[config.mk]
export PLATFORM = sky130hd
export DESIGN_NAME = reorder_buffer
export DESIGN_NICKNAME = d
export VERILOG_FILES = /design/src/rtl/reorder_buffer.sv
export SDC_FILE = /design/constraint.sdc
export NUM_CORES = 2
export LEC_CHECK = 0
export BUFFER_PORTS_ARGS = -buffer_cell sky130_fd_sc_hd__buf_4
export CORE_ASPECT_RATIO = 0.8
export CORE_MARGIN = 5
export CORE_UTILIZATION = 35
export CTS_CLUSTER_SIZE = 8
export DETAILED_ROUTE_END_ITERATION = 10
export SLEW_MARGIN = 20
export SYNTH_ARGS = -nofsm -noshare
export SYNTH_HDL_FRONTEND = slang
export SYNTH_SLANG_ARGS = --single-unit
[constraint.sdc]
create_clock -name clk -period 12.9 [get_ports clk]
set_clock_uncertainty 0.15 [all_clocks]
set_input_delay 1.935 -clock clk [delete_from_list [all_inputs] [get_ports clk]]
set_output_delay 1.935 -clock clk [all_outputs]
set_load 0.01 [all_outputs]
[src/rtl/reorder_buffer.sv]
// Dual-issue, dual-retire reorder buffer: allocates up to two renamed instructions per cycle,
// accepts one writeback per cycle and retires up to two completed entries strictly in order.
module reorder_buffer #(
    parameter int DEPTH = 16,
    parameter int IDXW  = 4
) (
    input  logic            clk,
    input  logic            rst_n,
    input  logic            alloc_valid_1,
    input  logic            alloc_valid_2,
    input  logic [4:0]      alloc_rd_1,
    input  logic [4:0]      alloc_rd_2,
    input  logic [5:0]      alloc_pd_1,
    input  logic [5:0]      alloc_pd_2,
    input  logic [5:0]      alloc_old_pd_1,
    input  logic [5:0]      alloc_old_pd_2,
    output logic            alloc_ready,
    output logic [IDXW-1:0] rob_idx_1,
    output logic [IDXW-1:0] rob_idx_2,
    input  logic            complete_valid,
    input  logic [IDXW-1:0] complete_idx,
    input  logic [31:0]     complete_value,
    output logic            retire_valid_1,
    output logic            retire_valid_2,
    output logic [4:0]      retire_rd_1,
    output logic [4:0]      retire_rd_2,
    output logic [5:0]      retire_pd_1,
    output logic [5:0]      retire_pd_2,
    output logic [5:0]      retire_old_pd_1,
    output logic [5:0]      retire_old_pd_2,
    output logic [31:0]     retire_value_1,
    output logic [31:0]     retire_value_2,
    output logic [IDXW:0]   count,
    output logic            empty,
    output logic            full
);

    localparam logic [IDXW:0] ALLOC_LIMIT = (IDXW+1)'(DEPTH - 2);
    localparam logic [IDXW:0] FULL_COUNT  = (IDXW+1)'(DEPTH);

    logic [DEPTH-1:0] busy;
    logic [DEPTH-1:0] done;
    logic [4:0]       ent_rd     [DEPTH];
    logic [5:0]       ent_pd     [DEPTH];
    logic [5:0]       ent_old_pd [DEPTH];
    logic [31:0]      ent_value  [DEPTH];

    logic [IDXW-1:0] head;
    logic [IDXW-1:0] tail;
    logic [IDXW-1:0] head_p1;
    logic [IDXW-1:0] tail_p1;
    logic            do_alloc_1;
    logic            do_alloc_2;
    logic            do_retire_1;
    logic            do_retire_2;
    logic            do_complete;
    logic [IDXW:0]   n_alloc;
    logic [IDXW:0]   n_retire;

    assign head_p1     = head + IDXW'(1);
    assign tail_p1     = tail + IDXW'(1);
    assign alloc_ready = (count <= ALLOC_LIMIT);
    assign rob_idx_1   = tail;
    assign rob_idx_2   = tail_p1;
    assign empty       = (count == '0);
    assign full        = (count == FULL_COUNT);

    // Slot 2 only rides along with slot 1, so allocation is always contiguous from tail.
    assign do_alloc_1  = alloc_ready && alloc_valid_1;
    assign do_alloc_2  = do_alloc_1 && alloc_valid_2;
    assign do_retire_1 = busy[head] && done[head];
    assign do_retire_2 = do_retire_1 && busy[head_p1] && done[head_p1];
    assign do_complete = complete_valid && busy[complete_idx]
                         && !(do_alloc_1 && (complete_idx == tail))
                         && !(do_alloc_2 && (complete_idx == tail_p1));

    assign n_alloc  = {{IDXW{1'b0}}, do_alloc_1}  + {{IDXW{1'b0}}, do_alloc_2};
    assign n_retire = {{IDXW{1'b0}}, do_retire_1} + {{IDXW{1'b0}}, do_retire_2};

    always_ff @(posedge clk or negedge rst_n) begin
        if (!rst_n) begin
            busy  <= '0;
            done  <= '0;
            head  <= '0;
            tail  <= '0;
            count <= '0;
        end else begin
            if (do_complete) begin
                done[complete_idx] <= 1'b1;
            end
            if (do_retire_1) begin
                busy[head] <= 1'b0;
                done[head] <= 1'b0;
            end
            if (do_retire_2) begin
                busy[head_p1] <= 1'b0;
                done[head_p1] <= 1'b0;
            end
            if (do_alloc_1) begin
                busy[tail] <= 1'b1;
                done[tail] <= 1'b0;
            end
            if (do_alloc_2) begin
                busy[tail_p1] <= 1'b1;
                done[tail_p1] <= 1'b0;
            end
            head  <= head + n_retire[IDXW-1:0];
            tail  <= tail + n_alloc[IDXW-1:0];
            count <= count + n_alloc - n_retire;
        end
    end

    // Payload storage needs no reset: it is only read from entries whose busy bit is set.
    always_ff @(posedge clk) begin
        if (do_complete) begin
            ent_value[complete_idx] <= complete_value;
        end
        if (do_alloc_1) begin
            ent_rd[tail]     <= alloc_rd_1;
            ent_pd[tail]     <= alloc_pd_1;
            ent_old_pd[tail] <= alloc_old_pd_1;
        end
        if (do_alloc_2) begin
            ent_rd[tail_p1]     <= alloc_rd_2;
            ent_pd[tail_p1]     <= alloc_pd_2;
            ent_old_pd[tail_p1] <= alloc_old_pd_2;
        end
    end

    always_ff @(posedge clk or negedge rst_n) begin
        if (!rst_n) begin
            retire_valid_1  <= 1'b0;
            retire_valid_2  <= 1'b0;
            retire_rd_1     <= '0;
            retire_rd_2     <= '0;
            retire_pd_1     <= '0;
            retire_pd_2     <= '0;
            retire_old_pd_1 <= '0;
            retire_old_pd_2 <= '0;
            retire_value_1  <= '0;
            retire_value_2  <= '0;
        end else begin
            retire_valid_1 <= do_retire_1;
            retire_valid_2 <= do_retire_2;
            if (do_retire_1) begin
                retire_rd_1     <= ent_rd[head];
                retire_pd_1     <= ent_pd[head];
                retire_old_pd_1 <= ent_old_pd[head];
                retire_value_1  <= ent_value[head];
            end
            if (do_retire_2) begin
                retire_rd_2     <= ent_rd[head_p1];
                retire_pd_2     <= ent_pd[head_p1];
                retire_old_pd_2 <= ent_old_pd[head_p1];
                retire_value_2  <= ent_value[head_p1];
            end
        end
    end

endmodule

== Yosys cells after proc, flatten, opt, wreduce, memory -nomap -nowiden ==
Memory sizes are Yosys's and may differ from the RTL's. A register that Yosys moved wholly into a read port is not among the register bits.
Cells that the tools add are included.
Cells by class
  add/subtract/negate cells: 8
  $lt $le $gt $ge: 11
  eq/ne operators: 3
  muxes and demuxes: 35
  bitwise gates (word level): 13
  reductions and logical operators: 26
Operators with widths (count)
  two-way mux 16 bit: 9
  bitwise AND 16 bit: 6
  NOT 16 bit: 4
  bitwise OR 16 bit: 3
  < comparator 4 x 5 -> 1 bit, second input constant: 5
  binary-select mux 1 bit (select 4 bit): 5
  demux 1 bit (select 4 bit): 5
  >= comparator 4 x 1 -> 1 bit, second input constant: 5
  two-way mux 1 bit: 16
  logical AND 1 bit: 15
  zero test 1 bit: 10
  adder 4 x 1 -> 4 bit, second input constant: 2
  adder 4 x 2 -> 4 bit: 2
  equality test 4 bit: 2
  adder 5 x 2 -> 5 bit: 1
  equality test 5 bit, second input constant: 1
  <= comparator 5 x 4 -> 1 bit, second input constant: 1
  zero test 5 bit: 1
  subtractor 5 x 2 -> 5 bit: 1
  adder 1 x 1 -> 2 bit: 2
Storage, ports and cells
  register bits after elaboration: 47
  bits in writable memories: 784
  input port bits: 75
  output and inout port bits: 116
  word-level logic and storage cells: 107
  memories: 4
Memory list
  ent_value: depth 16, bits a word 32, rd ports 2, clocked after memory_dff 2, wr ports 1, line 46  | logic [31:0] ent_value [DEPTH];
  ent_old_pd: depth 16, bits a word 6, rd ports 2, clocked after memory_dff 2, wr ports 2, line 45  | logic [5:0] ent_old_pd [DEPTH];
  ent_pd: depth 16, bits a word 6, rd ports 2, clocked after memory_dff 2, wr ports 2, line 44  | logic [5:0] ent_pd [DEPTH];
  ent_rd: depth 16, bits a word 5, rd ports 2, clocked after memory_dff 2, wr ports 2, line 43  | logic [4:0] ent_rd [DEPTH];

== Longest topological paths before layout ==
  word-level depth: 15
  mapped depth: 27
  mapped depth without buffers: 17

== Worst setup path after synthesis ==
OpenSTA, ideal clock, no wires.
  kind: input to register
  start: in complete_idx[1]
  end: mem ent_value[4][0] (enable)
  library setup time: 463 ps
  data arrival time: 5325 ps
  data required time: 12287 ps
  slack: 6962 ps
  stages: 7
  buffers on the path: 2
  path through: clkbuf_1 -> xor2_1 -> nor2_1 -> and4_1 -> a41o_1 -> buf_2 -> nor3_1
On the way
  word-level cells in the longest chain between the ends: 7
  elaborated cells on any way between the ends: 13
  classes of those cells: eq/ne: 2; mux: 4; reduce/logical: 7
RTL lines
  start, declared: line 21  | input logic [IDXW-1:0] complete_idx,
  binary-select mux 1 bit (select 4 bit) / equality test 4 bit (equally long branches): line 73, 74
  two-way mux 1 bit (implied by the code) / logical AND 1 bit (equally long branches): line 73, 74
  logical AND 1 bit / zero test 1 bit (equally long branches): line 73, 74
  logical AND 1 bit: line 74  | && !(do_alloc_1 && (complete_idx == tail))
  logical AND 1 bit: line 75  | && !(do_alloc_2 && (complete_idx == tail_p1));
  two-way mux 1 bit: line 115  | if (do_complete) begin
  two-way mux 1 bit (implied by the code): line 116  | ent_value[complete_idx] <= complete_value;
  end, declared: line 46
Parallel ways exist; a longest one is shown, timed or not. The select of a mux whose other input is x is not followed.

== Worst setup path after layout ==
  start: reg head[1]
  end: reg count[4]
On the way
  word-level cells in the longest chain between the ends: 7
  elaborated cells on any way between the ends: 14
  classes of those cells: add/sub: 3; mux: 8; reduce/logical: 3
RTL lines
  start, declared: line 48  | logic [IDXW-1:0] head;
  start signal, assigned: line 107  | head <= head + n_retire[IDXW-1:0];
  adder 4 x 1 -> 4 bit / binary-select mux 1 bit (select 4 bit) (equally long branches): line 60, 71
  binary-select mux 1 bit (select 4 bit) / two-way mux 1 bit (equally long branches): line 72, 71
  two-way mux 1 bit (implied by the code) / logical AND 1 bit (equally long branches): line 72, 71
  logical AND 1 bit: line 72  | assign do_retire_2 = do_retire_1 && busy[head_p1] && done[head_p1];
  logical AND 1 bit *: line 72
  net do_retire_2: line 55  | logic do_retire_2;
  adder 1 x 1 -> 2 bit *: line 78  | assign n_retire = {{IDXW{1'b0}}, do_retire_1} + {{IDXW{1'b0}}, do_retire_2};
  subtractor 5 x 2 -> 5 bit *: line 109  | count <= count + n_alloc - n_retire;
  end signal, assigned: line 109
  end, declared: line 33  | output logic [IDXW:0] count,
The timed path passes the listed nets; every way through them passes the cells marked *. The select of a mux whose other input is x is not followed.

==> summary.md <==
| Metric | Value |
|---|---|
| Relative slew slack | `0.174` |
| Count of standard-cell rows | `approximately 120` |
| DIE WIDTH | `~420 µm` |
| Number of resized instances in the post-cts repair step | `0` |
| Count of yosys warnings during synthesis | `0` |
| Overall Power | `11.5 mW` |
| Area grow syn2layout | `15.9%` |
| Number of global-route vias before repair | `27.1k` |
| Via density per instance | `5.82` |
| Achievable frequency | `between 0.15 and 0.2 GHz` |
| Max-slew violation count | `0` |
| CTS Root Cell | `sky130_fd_sc_hd__clkbuf_16` |
| Core Footprint | `about 130000 µm²` |
| Primary FF master, synth | `sky130_fd_sc_hd__edfxtp_1` |
| Level count of the clock H-tree | `4` |
| Num CTS Buffers | `between 100 and 150` |
| Clock Path Buffers | `3` |
| Worst reg2reg startpoint | `head[1]` |
| Share of post-route cells with drive strength above 1 | `0.473` |
| Reported net switching power | `between 3 and 4 mW` |
| Initial cell density of the core | `0.354` |
| Vias after detailed routing | `25.7k` |
| Number of distinct library cell variants in the gate-level netlist after synthesis | `60` |
| Post-Route Setup TNS | `0 ns` |
| Cell depth of the worst min-delay path | `2` |
| Slack of the critical path | `about 6.3 ns` |
| Post-Syn Area | `46000 µm²` |
| Clock network fraction of design power | `0.287` |
| Path class of the lowest-slack min-delay path | `reg2reg` |
| Clock period minus final worst setup slack | `between 6 and 7 ns` |
| Internal power contribution | `around 7.7 mW` |
| Final Hold Violating Endpoints | `0` |
| DR DRC count | `0` |
| Reg power frac | `0.336` |
| Reported leakage power | `17.8 nW` |
| Unrepaired setup endpoints after global routing | `false` |
| Total iterations of the first detailed-routing run | `5` |
| Number of buffers inserted by post-CTS setup repair | `0` |
| Post-detailed-route wirelength per cell | `between 30 and 40 µm` |
| Height of the die | `around 330 µm` |
| Worst path slowest cell | `sky130_fd_sc_hd__ha_4` |
| CTS tree | `built` |
| Buffers added on ports | `190` |
| Count of flip-flops with a built-in enable after synthesis | `between 700 and 800` |
| Capturing element type of the critical path | `register` |
| Synth Area per Inst | `between 15 and 20 µm²` |
| Post-route ant nets | `0` |
| Seq cells post-synth | `between 900 and 1k` |
| Cell types with the largest area share after synthesis | `sky130_fd_sc_hd__edfxtp_1, sky130_fd_sc_hd__mux4_2, sky130_fd_sc_hd__mux2_2, sky130_fd_sc_hd__dfrtp_1, sky130_fd_sc_hd__mux2_1` |
| Crit. Startpoint | `head[1]` |
| Comb pwr share | `0.377` |
| Maximum ir drop on the vdd rail | `approximately 0.00017 V` |
| Post-synthesis cell type with the largest combined area | `sky130_fd_sc_hd__edfxtp_1` |
| Sequential cell area fraction in the yosys report | `0.591` |
| Source-to-sink clock delay at the later pin of the worst-skew pair | `~0.73 ns` |
| Count of pins on the block boundary | `around 190` |
| Routability-driven placement congestion ratio | `0.841` |
| Worst R2R Path Depth | `17` |
| Async S/R FF share, synth | `0.156` |
| Pre-CTS setup slack | `approximately 6.3 ns` |
| PD cells | `about 220 nW/µm²` |
| Synth Net Count | `2498` |
| Max stage delay on crit path | `1.09 ns` |
| GRT Residual Overflow | `0` |
| CTS clock-pin slew for the worst setup and hold paths | `approximately 0.050 ns` |
| Overall Global Routing Usage | `0.191` |
| Transition time at the pin with the least slew margin | `approximately 1.2 ns` |
| Data required time of the critical path | `between 10 and 15 ns` |
| Final cycle utilization of the critical path | `0.511` |
| Max-capacitance violation count | `0` |
| Hold_buf cts | `0` |
| Pin count of the biggest net entering global routing | `between 90 and 100` |
| Post-detailed-placement half-perimeter wirelength | `around 80000 µm` |
| Critical path cell sequence | `inv_1 > ha_4 > buf_4 > o211ai_1 > a21oi_1 > o2bb2ai_1 > nand2b_4 > inv_1 > ha_1 > ha_1 > inv_1 > ha_1 > fa_1 > a21oi_1 > nor2_1 > nor2_1 > xnor2_1` |
| Number of standard cells after synthesis | `roughly 2.4k` |
| Kind of start point of the critical path | `register` |
| Proportion of total power due to net switching | `0.326` |
| CP max FO | `between 60 and 70` |
| Post-detailed-routing wire length | `approximately 130000 µm` |
| Setup-violating endpoint count in the final report | `0` |
| First-pass GRT wire length | `between 150000 and 200000 µm` |
| Final Util | `0.410` |
| Fraction of synthesized cell area taken by the top area cell type | `0.512` |
| Data arrival, critical path | `a little over 7 ns` |
| Run status | `complete, no violations` |
| NumNets Final | `~2.7k` |
| Iter 0 DRT Violations | `~2.9k` |
| Die area | `roughly 140000 µm²` |
| Beginning of the worst hold path | `retire_old_pd_1[3]` |
| CTS Sinks | `between 900 and 1k` |
| Number of filler instances in the final layout | `about 11k` |
| Antenna violations before repair | `12` |
| Startpoint-to-endpoint class of the critical path | `reg2reg` |
==> power groups by stage <==
| stage | clock network, mW | logic (mW) | registers [mW] |
|---|---|---|---|
| 2_1_floorplan | 0 | 3.13 | 3.79 |
| 4_1_cts | 3.36 | 4.37 | 3.86 |
| 5_1_grt | 3.50 | 4.60 | 3.89 |
| 6_report | 3.28 | 4.32 | 3.85 |
| 3_5_place_dp | 0 | 4.35 | 3.91 |
| 3_3_place_gp | 0 | 4.31 | 3.90 |
==> final cells by class <==
type	instances	area, µm²	area share
flip-flops and latches	929	27200	0.510
clock buffers	223	3720	0.0698
diodes	11	27.5	0.000517
clock inverters	12	225	0.00423
multi-input cells	1228	17900	0.336
repair buffers	246	1890	0.0355
inverters	36	135	0.00254
well taps	1740	2180	0.0409
==> stage by stage <==
step / cells / instance area [µm²] / hold slack (ns)
after floorplan: 2394 / 46000 / 0.332
after global placement: 4177 / 49200 / 0.324
after detailed placement: 4177 / 49200 / 0.329
after CTS: 4412 / 53200 / 0.340
after global routing: 4419 / 53200 / 0.362
final: 4425 / 53300 / 0.333
==> final timing paths <==
kind | endpoint | slack (ns)
setup / recovery | count[4] | 6.31
hold / removal | retire_old_pd_1[3] | 0.33
setup reg to reg | count[4] | 6.31
hold reg to reg | retire_old_pd_1[3] | 0.33
max in group asynchronous | head[1] | 10.00
min in group asynchronous | retire_old_pd_2[0] | 1.19
==> per-layer routing <==
layer | track usage | part of all wire
met3 | 0.0466 | 0.078
met1 | 0.265 | 0.42
met5 | 0.00136 | 0.00031
met4 | 0.0657 | 0.029
met2 | 0.297 | 0.47
==> logic make-up (layout without fill, tap and decap cells) <==
logic type | after synthesis | count (layout) | share of synthesized area
XOR/XNOR | 20 | 20 | 0.00381
buffers and inverters | 237 | 517 | 0.0249
adder cells (fa/ha/maj) | 29 | 29 | 0.00855
AO/OA/AOI/OAI | 138 | 138 | 0.0216
flip-flops | 929 | 929 | 0.591
multiplexers | 876 | 876 | 0.331
other | 0 | 11 | 0
AND/OR/NAND/NOR | 165 | 165 | 0.0192
==> cells in the mapped netlist (all sizes together), types with 7 or more instances <==
cell and count:
o221ai 15, buf 114, mux2i 30, a21o 14, nand2 45, nor2 22, edfxtp 784, a22oi 10
and3 9, nand3 27, xnor2 13, clkbuf 87, dfrtp 145, mux2 369, a21oi 22, o21bai 12
o21ai 25, ha 25, nand2b 9, xor2 7, inv 36, nor3 20, mux4 477, a211oi 9
==> cells in the final DEF (no fill, tap or decap), drive strengths merged, types with 6 or more instances in the layout <==
cell type  netlist  final
a211oi           9      9
a21o            14     14
a21oi           22     22
a22oi           10     10
and3             9      9
buf            114    245
clkbuf          87    224
clkinv           0      6
dfrtp          145    145
diode            0     11
edfxtp         784    784
ha              25     25
inv             36     42
mux2           369    369
mux2i           30     30
mux4           477    477
nand2           45     45
nand2b           9      9
nand3           27     27
nor2            22     22
nor2b            6      6
nor3            20     20
o21ai           25     25
o21bai          12     12
o221ai          15     15
o22ai            6      6
or2              6      6
xnor2           13     13
xor2             7      7
==> flip-flops by register name, summed over array words and instances (netlist names), 6 cells and up <==
register and count:
busy 16, done 16, ent_old_pd 96, ent_pd 96, ent_rd 80, ent_value 512, retire_old_pd_1 6, retire_old_pd_2 6
retire_pd_1 6, retire_pd_2 6, retire_value_1 32, retire_value_2 32
==> critical path: cells and delay by family, from the launching register on <==
family	cells	cell delay, ns
buffers and inverters	4	1.57
flip-flops	1	0.85
AND/OR/NAND/NOR	3	0.39
adder cells (fa/ha/maj)	5	2.36
XOR/XNOR	1	0.12
AO/OA/AOI/OAI	4	0.93
(Power assumes the default switching activity.)
